--- config.mk ---
export PLATFORM = sky130hd
export DESIGN_NAME = serial_sub_4bit_flat
export DESIGN_NICKNAME = d
export VERILOG_FILES = /design/src/rtl/serial_sub_4bit_if.sv /design/src/rtl/serial_sub_4bit.sv /design/src/flat_wrapper.sv
export SDC_FILE = /design/constraint.sdc
export NUM_CORES = 1
export LEC_CHECK = 0
export CAP_MARGIN = 20
export CORE_ASPECT_RATIO = 0.9
export CORE_MARGIN = 4
export CORE_UTILIZATION = 44
export DETAILED_ROUTE_END_ITERATION = 10
export MAX_ROUTING_LAYER = met4
export PLACE_DENSITY = 0.75
export SLEW_MARGIN = 15
export SYNTH_ARGS = -nofsm -noshare
export SYNTH_HDL_FRONTEND = slang
export SYNTH_SLANG_ARGS = --single-unit
--- constraint.sdc ---
create_clock -name clk -period 1.2 [get_ports clk]
set_clock_uncertainty 0.05 [all_clocks]
set_input_delay 0.24 -clock clk [delete_from_list [all_inputs] [get_ports clk]]
set_output_delay 0.24 -clock clk [all_outputs]
set_load 0.02 [all_outputs]
--- src/rtl/serial_sub_4bit_if.sv ---
// serial_sub_4bit_if -- request/result bundle for the serial 4-bit subtractor.
//   start, a, b, borrow_in : request side (driven by master)
//   ready, diff, borrow_out, done : result side (driven by slave)
//   overflow : only when SERIAL_SUB_OVF_EN is defined
interface serial_sub_4bit_if;
  logic       start;
  logic [3:0] a;
  logic [3:0] b;
  logic       borrow_in;
  logic       ready;
  logic [3:0] diff;
  logic       borrow_out;
  logic       done;
`ifdef SERIAL_SUB_OVF_EN
  logic       overflow;

  modport master (output start, a, b, borrow_in,
                  input  ready, diff, borrow_out, done, overflow);
  modport slave  (input  start, a, b, borrow_in,
                  output ready, diff, borrow_out, done, overflow);
`else
  modport master (output start, a, b, borrow_in,
                  input  ready, diff, borrow_out, done);
  modport slave  (input  start, a, b, borrow_in,
                  output ready, diff, borrow_out, done);
`endif
endinterface

--- src/rtl/serial_sub_4bit.sv ---
// serial_sub_4bit -- bit-serial 4-bit subtractor, one full-subtractor stage
// reused over four cycles, LSB first.
//   clk  : rising-edge clock
//   rst  : synchronous active-high reset
//   bus  : serial_sub_4bit_if.slave (start/a/b/borrow_in in,
//          ready/diff/borrow_out/done[/overflow] out)
// Optional: define SERIAL_SUB_OVF_EN to add the signed overflow output.
// Flow: IDLE (accept) -> SHIFT x4 -> DONE (1-cycle pulse) -> IDLE.
module serial_sub_4bit (
  input  logic           clk,
  input  logic           rst,
  serial_sub_4bit_if.slave bus
);

  typedef enum logic [1:0] {IDLE, SHIFT, DONE} state_t;

  state_t     state_q, state_d;
  logic [1:0] cnt_q, cnt_d;
  logic [3:0] a_q, a_d, b_q, b_d;     // operand shift registers, shift right
  logic       br_q, br_d;             // running borrow
  logic [3:0] res_q, res_d;           // result, filled from the MSB side
  logic [3:0] diff_q, diff_d;
  logic       bo_q, bo_d;
  logic       ready_q, ready_d;
  logic       done_q, done_d;
`ifdef SERIAL_SUB_OVF_EN
  logic       ovf_q, ovf_d;
`endif

  // Full subtractor on the current LSBs.
  logic d_bit, br_nxt;
  assign d_bit  = a_q[0] ^ b_q[0] ^ br_q;
  assign br_nxt = (~a_q[0] & b_q[0]) | (~(a_q[0] ^ b_q[0]) & br_q);

  always_comb begin
    state_d = state_q;
    cnt_d   = cnt_q;
    a_d     = a_q;
    b_d     = b_q;
    br_d    = br_q;
    res_d   = res_q;
    diff_d  = diff_q;
    bo_d    = bo_q;
`ifdef SERIAL_SUB_OVF_EN
    ovf_d   = ovf_q;
`endif
    case (state_q)
      IDLE: begin
        if (bus.start) begin
          a_d     = bus.a;
          b_d     = bus.b;
          br_d    = bus.borrow_in;
          cnt_d   = 2'd0;
          res_d   = 4'h0;
          state_d = SHIFT;
        end
      end
      SHIFT: begin
        a_d   = {1'b0, a_q[3:1]};
        b_d   = {1'b0, b_q[3:1]};
        br_d  = br_nxt;
        res_d = {d_bit, res_q[3:1]};
        cnt_d = cnt_q + 2'd1;
        if (cnt_q == 2'd3) begin
          diff_d  = {d_bit, res_q[3:1]};
          bo_d    = br_nxt;
`ifdef SERIAL_SUB_OVF_EN
          // On the last bit a_q[0]/b_q[0] hold the captured sign bits.
          ovf_d   = (a_q[0] != b_q[0]) & (d_bit != a_q[0]);
`endif
          state_d = DONE;
        end
      end
      DONE:    state_d = IDLE;
      default: state_d = IDLE;
    endcase
    // Handshake flags registered from the next state so outputs stay flops.
    ready_d = (state_d == IDLE);
    done_d  = (state_d == DONE);
  end

  always_ff @(posedge clk) begin
    if (rst) begin
      state_q <= IDLE;
      cnt_q   <= 2'd0;
      a_q     <= 4'h0;
      b_q     <= 4'h0;
      br_q    <= 1'b0;
      res_q   <= 4'h0;
      diff_q  <= 4'h0;
      bo_q    <= 1'b0;
      ready_q <= 1'b1;
      done_q  <= 1'b0;
`ifdef SERIAL_SUB_OVF_EN
      ovf_q   <= 1'b0;
`endif
    end else begin
      state_q <= state_d;
      cnt_q   <= cnt_d;
      a_q     <= a_d;
      b_q     <= b_d;
      br_q    <= br_d;
      res_q   <= res_d;
      diff_q  <= diff_d;
      bo_q    <= bo_d;
      ready_q <= ready_d;
      done_q  <= done_d;
`ifdef SERIAL_SUB_OVF_EN
      ovf_q   <= ovf_d;
`endif
    end
  end

  assign bus.ready      = ready_q;
  assign bus.done       = done_q;
  assign bus.diff       = diff_q;
  assign bus.borrow_out = bo_q;
`ifdef SERIAL_SUB_OVF_EN
  assign bus.overflow   = ovf_q;
`endif

endmodule
--- src/flat_wrapper.sv ---
// flat-port wrapper written by rule: the top's interface ports become plain ports
module serial_sub_4bit_flat 
  (clk, rst, bus_start, bus_a, bus_b, bus_borrow_in, bus_ready, bus_diff, bus_borrow_out, bus_done);
  serial_sub_4bit_if bus_i ();
  input  logic clk;
  input  logic rst;
  input wire logic [$bits(bus_i.start)-1:0] bus_start;
  input wire logic [$bits(bus_i.a)-1:0] bus_a;
  input wire logic [$bits(bus_i.b)-1:0] bus_b;
  input wire logic [$bits(bus_i.borrow_in)-1:0] bus_borrow_in;
  output wire logic [$bits(bus_i.ready)-1:0] bus_ready;
  output wire logic [$bits(bus_i.diff)-1:0] bus_diff;
  output wire logic [$bits(bus_i.borrow_out)-1:0] bus_borrow_out;
  output wire logic [$bits(bus_i.done)-1:0] bus_done;
  assign bus_i.start = bus_start;
  assign bus_i.a = bus_a;
  assign bus_i.b = bus_b;
  assign bus_i.borrow_in = bus_borrow_in;
  assign bus_ready = bus_i.ready;
  assign bus_diff = bus_i.diff;
  assign bus_borrow_out = bus_i.borrow_out;
  assign bus_done = bus_i.done;
  serial_sub_4bit u_core (.clk(clk), .rst(rst), .bus(bus_i));
endmodule
==> results.json <==
{
  "status": "finished with violations",
  "failed_checks": "negative setup slack",
  "syn_inst": 94,
  "grt_usage_pct": 14.9,
  "seqCellArea_um2": 468,
  "cp-endpoint": "u_core.bus.diff[3]",
  "finalNetCount": 141,
  "hpwl_um": 1440,
  "post-route-drc-count": 0,
  "core.rowCount": 15,
  "required_ns": 1.40,
  "r2r_setup_slack_ns": -0.08,
  "final_antenna_net_count": 0,
  "period_needed_ns": 1.28,
  "worst_pin_slew_ns": 0.322,
  "holdWs_ns": 0.412,
  "crit_fanout": 2,
  "layout-drive-gt1-share_pct": 39.7,
  "num_vias": 792,
  "met1_usage_pct": 16.7,
  "drt_wl_total_um": 1980,
  "area_delta_synth_final_pct": 33.1,
  "fp.dieH_um": 52.7,
  "syn-num-nets": 108,
  "fmaxAchievable_mhz": 783,
  "r2r_end": "u_core.bus.diff[3]",
  "clk_pin_slew_ns": 0.12,
  "r2r_cells": 4,
  "syn-cell-area_um2": 975,
  "crit_path_end_kind": "flop",
  "ir_drop_v": 0.000954,
  "worst_setup_path_start_kind": "flop",
  "grtUsageMet3_pct": 4.93,
  "drtPass1Iterations": 5,
  "pwr-share-seq_pct": 57.3,
  "layoutNonFillerInstCount": 151,
  "top_usage_layer": "met2",
  "synthFlopType": "dfxtp_1",
  "clockPowerShare_pct": 24.2,
  "synth_edf_count": 0,
  "r2r-start": "u_core.b_q[0]",
  "clkLatencyLatePin_ns": 0.30,
  "ys_seq_elements": 23,
  "switching_share_pct": 25.7,
  "grtUsageMet2_pct": 25.8,
  "core_um2": 2010,
  "cts_sinks": 23,
  "grt_pass1_wl_um": 3350,
  "finalSetupViolations": 2,
  "ys_seq_area_share_pct": 47.2,
  "cp-startpoint": "u_core.b_q[0]",
  "cts_made_buffers": 3,
  "cap_violations": 0,
  "antenna_found_initial": 0,
  "grt_pass1_vias": 765,
  "hold_class": "reg2reg",
  "dp.cells": 146,
  "p_int_mw": 1.08,
  "port_buffers": 18,
  "final-hold-violation-count": 0,
  "drtIter0Drc": 24,
  "fin_crit_sh_pct": 106,
  "ios": 19,
  "overflow": 0,
  "rsz0062_at_grt": "yes",
  "async_flop_share_pct": 0,
  "ys_types": 28,
  "crit_arrival_ns": 1.47,
  "ctsHtreeMaxLevel": 1,
  "start_util_pct": 48.5,
  "slew_violations": 0,
  "fp.dieW_um": 57.6,
  "clk_path_buf_depth": 2,
  "hold_start": "u_core.bus.diff[1]",
  "viasPerCell": 5.25,
  "die_area_um2": 3030,
  "grt_max_degree": 17,
  "tns_ns": -0.148,
  "powerDensity_nw_per_um2": 1120,
  "leakage_nw": 0.513,
  "p_comb_share_pct": 18.5,
  "crit_type": "reg2reg",
  "worst_slew_margin_rel_pct": 78.3,
  "routedWlPerCell_um": 13.1,
  "fin_area_um2": 1300,
  "fillers": 176,
  "place_area_um2": 1250,
  "synth_warnings": 0,
  "finalWorstSetupSlack_ns": -0.0774,
  "multi_input_area_um2": 492,
  "root_buffer": "clkbuf_4",
  "cts_tree": "done",
  "antenna_cells": 0,
  "synth.avg_cell_area_um2": 10.4,
  "place_congestion": 0.720,
  "switchingPower_mw": 0.372,
  "postCtsHoldBufs": 0
}
==> power groups by stage <==
stage | registers [mW] | logic [mW] | clock network, mW
floorplan | 0.841 | 0.153 | 0
global placement | 0.843 | 0.237 | 0
detailed placement | 0.845 | 0.246 | 0
CTS | 0.830 | 0.262 | 0.369
global route | 0.836 | 0.290 | 0.402
finish | 0.831 | 0.268 | 0.350
==> state kept, by name, summed over array words and instances, names as in the netlist <==
register and cells:
u_core.a_q 4, u_core.b_q 4, u_core.br_q 1, u_core.bus.borrow_out 1, u_core.bus.diff 4, u_core.bus.done 1, u_core.bus.ready 1, u_core.cnt_q 2
u_core.res_q 3, u_core.state_q 2
==> critical path, stage by stage, from the launching register on <==
cell and delay, ns:
dfxtp_2 0.35, inv_2 0.04, fa_2 0.60, nand3_2 0.07, a21oi_2 0.11
==> cell families (layout without fill, tap and decap cells) <==
group	after synthesis	count (layout)	share of synthesized area, %
AND/OR/NAND/NOR	30	30	15.3
flip-flops	23	23	47.2
AO/OA/AOI/OAI	22	22	19.6
buffers and inverters	9	41	6.29
multiplexers	8	8	8.22
adder cells (fa/ha/maj)	2	2	3.34
==> metrics by stage <==
stage | setup WS, ns | total power [mW] | utilization [%]
3_5_place_dp | -0.332 | 1.09 | 62.2
3_3_place_gp | -0.301 | 1.08 | 62.2
4_1_cts | -0.0919 | 1.46 | 63.7
2_1_floorplan | 0.00488 | 0.995 | -
5_1_grt | -0.117 | 1.53 | 64.6
6_report | -0.0774 | 1.45 | 64.6
==> how the worst min path moves through the flow <==
stage,end,slack (ns),depth (start not counted)
final,u_core.bus.diff[1],0.41,2
after global routing,u_core.bus.diff[1],0.46,2
after CTS,u_core.bus.diff[1],0.42,2
after detailed placement,u_core.bus.diff[1],0.40,2
after global placement,u_core.bus.diff[0],0.40,2
after floorplan,u_core.bus.borrow_out,0.26,1
==> per-layer routing <==
layer	vias up	part of all wire, %
met5	-	0
met2	18	49
met1	374	44
met4	0	0.66
met3	2	5.7
li1	398	-
==> layout by cell type, fill, tap and decap left out, types with 2 or more instances in the layout <==
cell type	count
a211oi_2	6
inv_1	2
nand2_1	4
clkbuf_4	3
nor2_1	12
mux2i_1	8
a21oi_1	4
dfxtp_1	19
buf_2	6
nand3_1	3
clkdlybuf4s50_1	11
nor2_2	4
a22oi_1	6
buf_4	15
dfxtp_2	3
==> final cells by class <==
| cell class | instances | share of cell area [%] |
|---|---|---|
| Multi-Input combinational cell | 62 | 37.9 |
| Timing Repair Buffer | 34 | 20.7 |
| Tap cell | 25 | 2.41 |
| Clock buffer | 4 | 2.03 |
| Sequential cell | 23 | 36.1 |
| Inverter | 3 | 0.868 |
==> timing repair <==
item                       in CTS  in global routing
resized for setup              30                 13
buffers inserted                1                  0
pin swaps                       1                  1
setup endpoints to repair      17                 16
==> cells in the mapped netlist (all sizes together), types with 2 or more instances <==
master  count  area share, %
nand2       4            1.5
a22oi       6            4.6
nor2       16            7.2
nand3       4            2.1
mux2i       8            8.2
inv         3            1.2
a21oi       5            2.6
dfxtp      23             47
clkbuf      2           0.77
a211oi      6            7.7
buf         4            4.4
No activity file was read; power rests on OpenSTA's default activity.
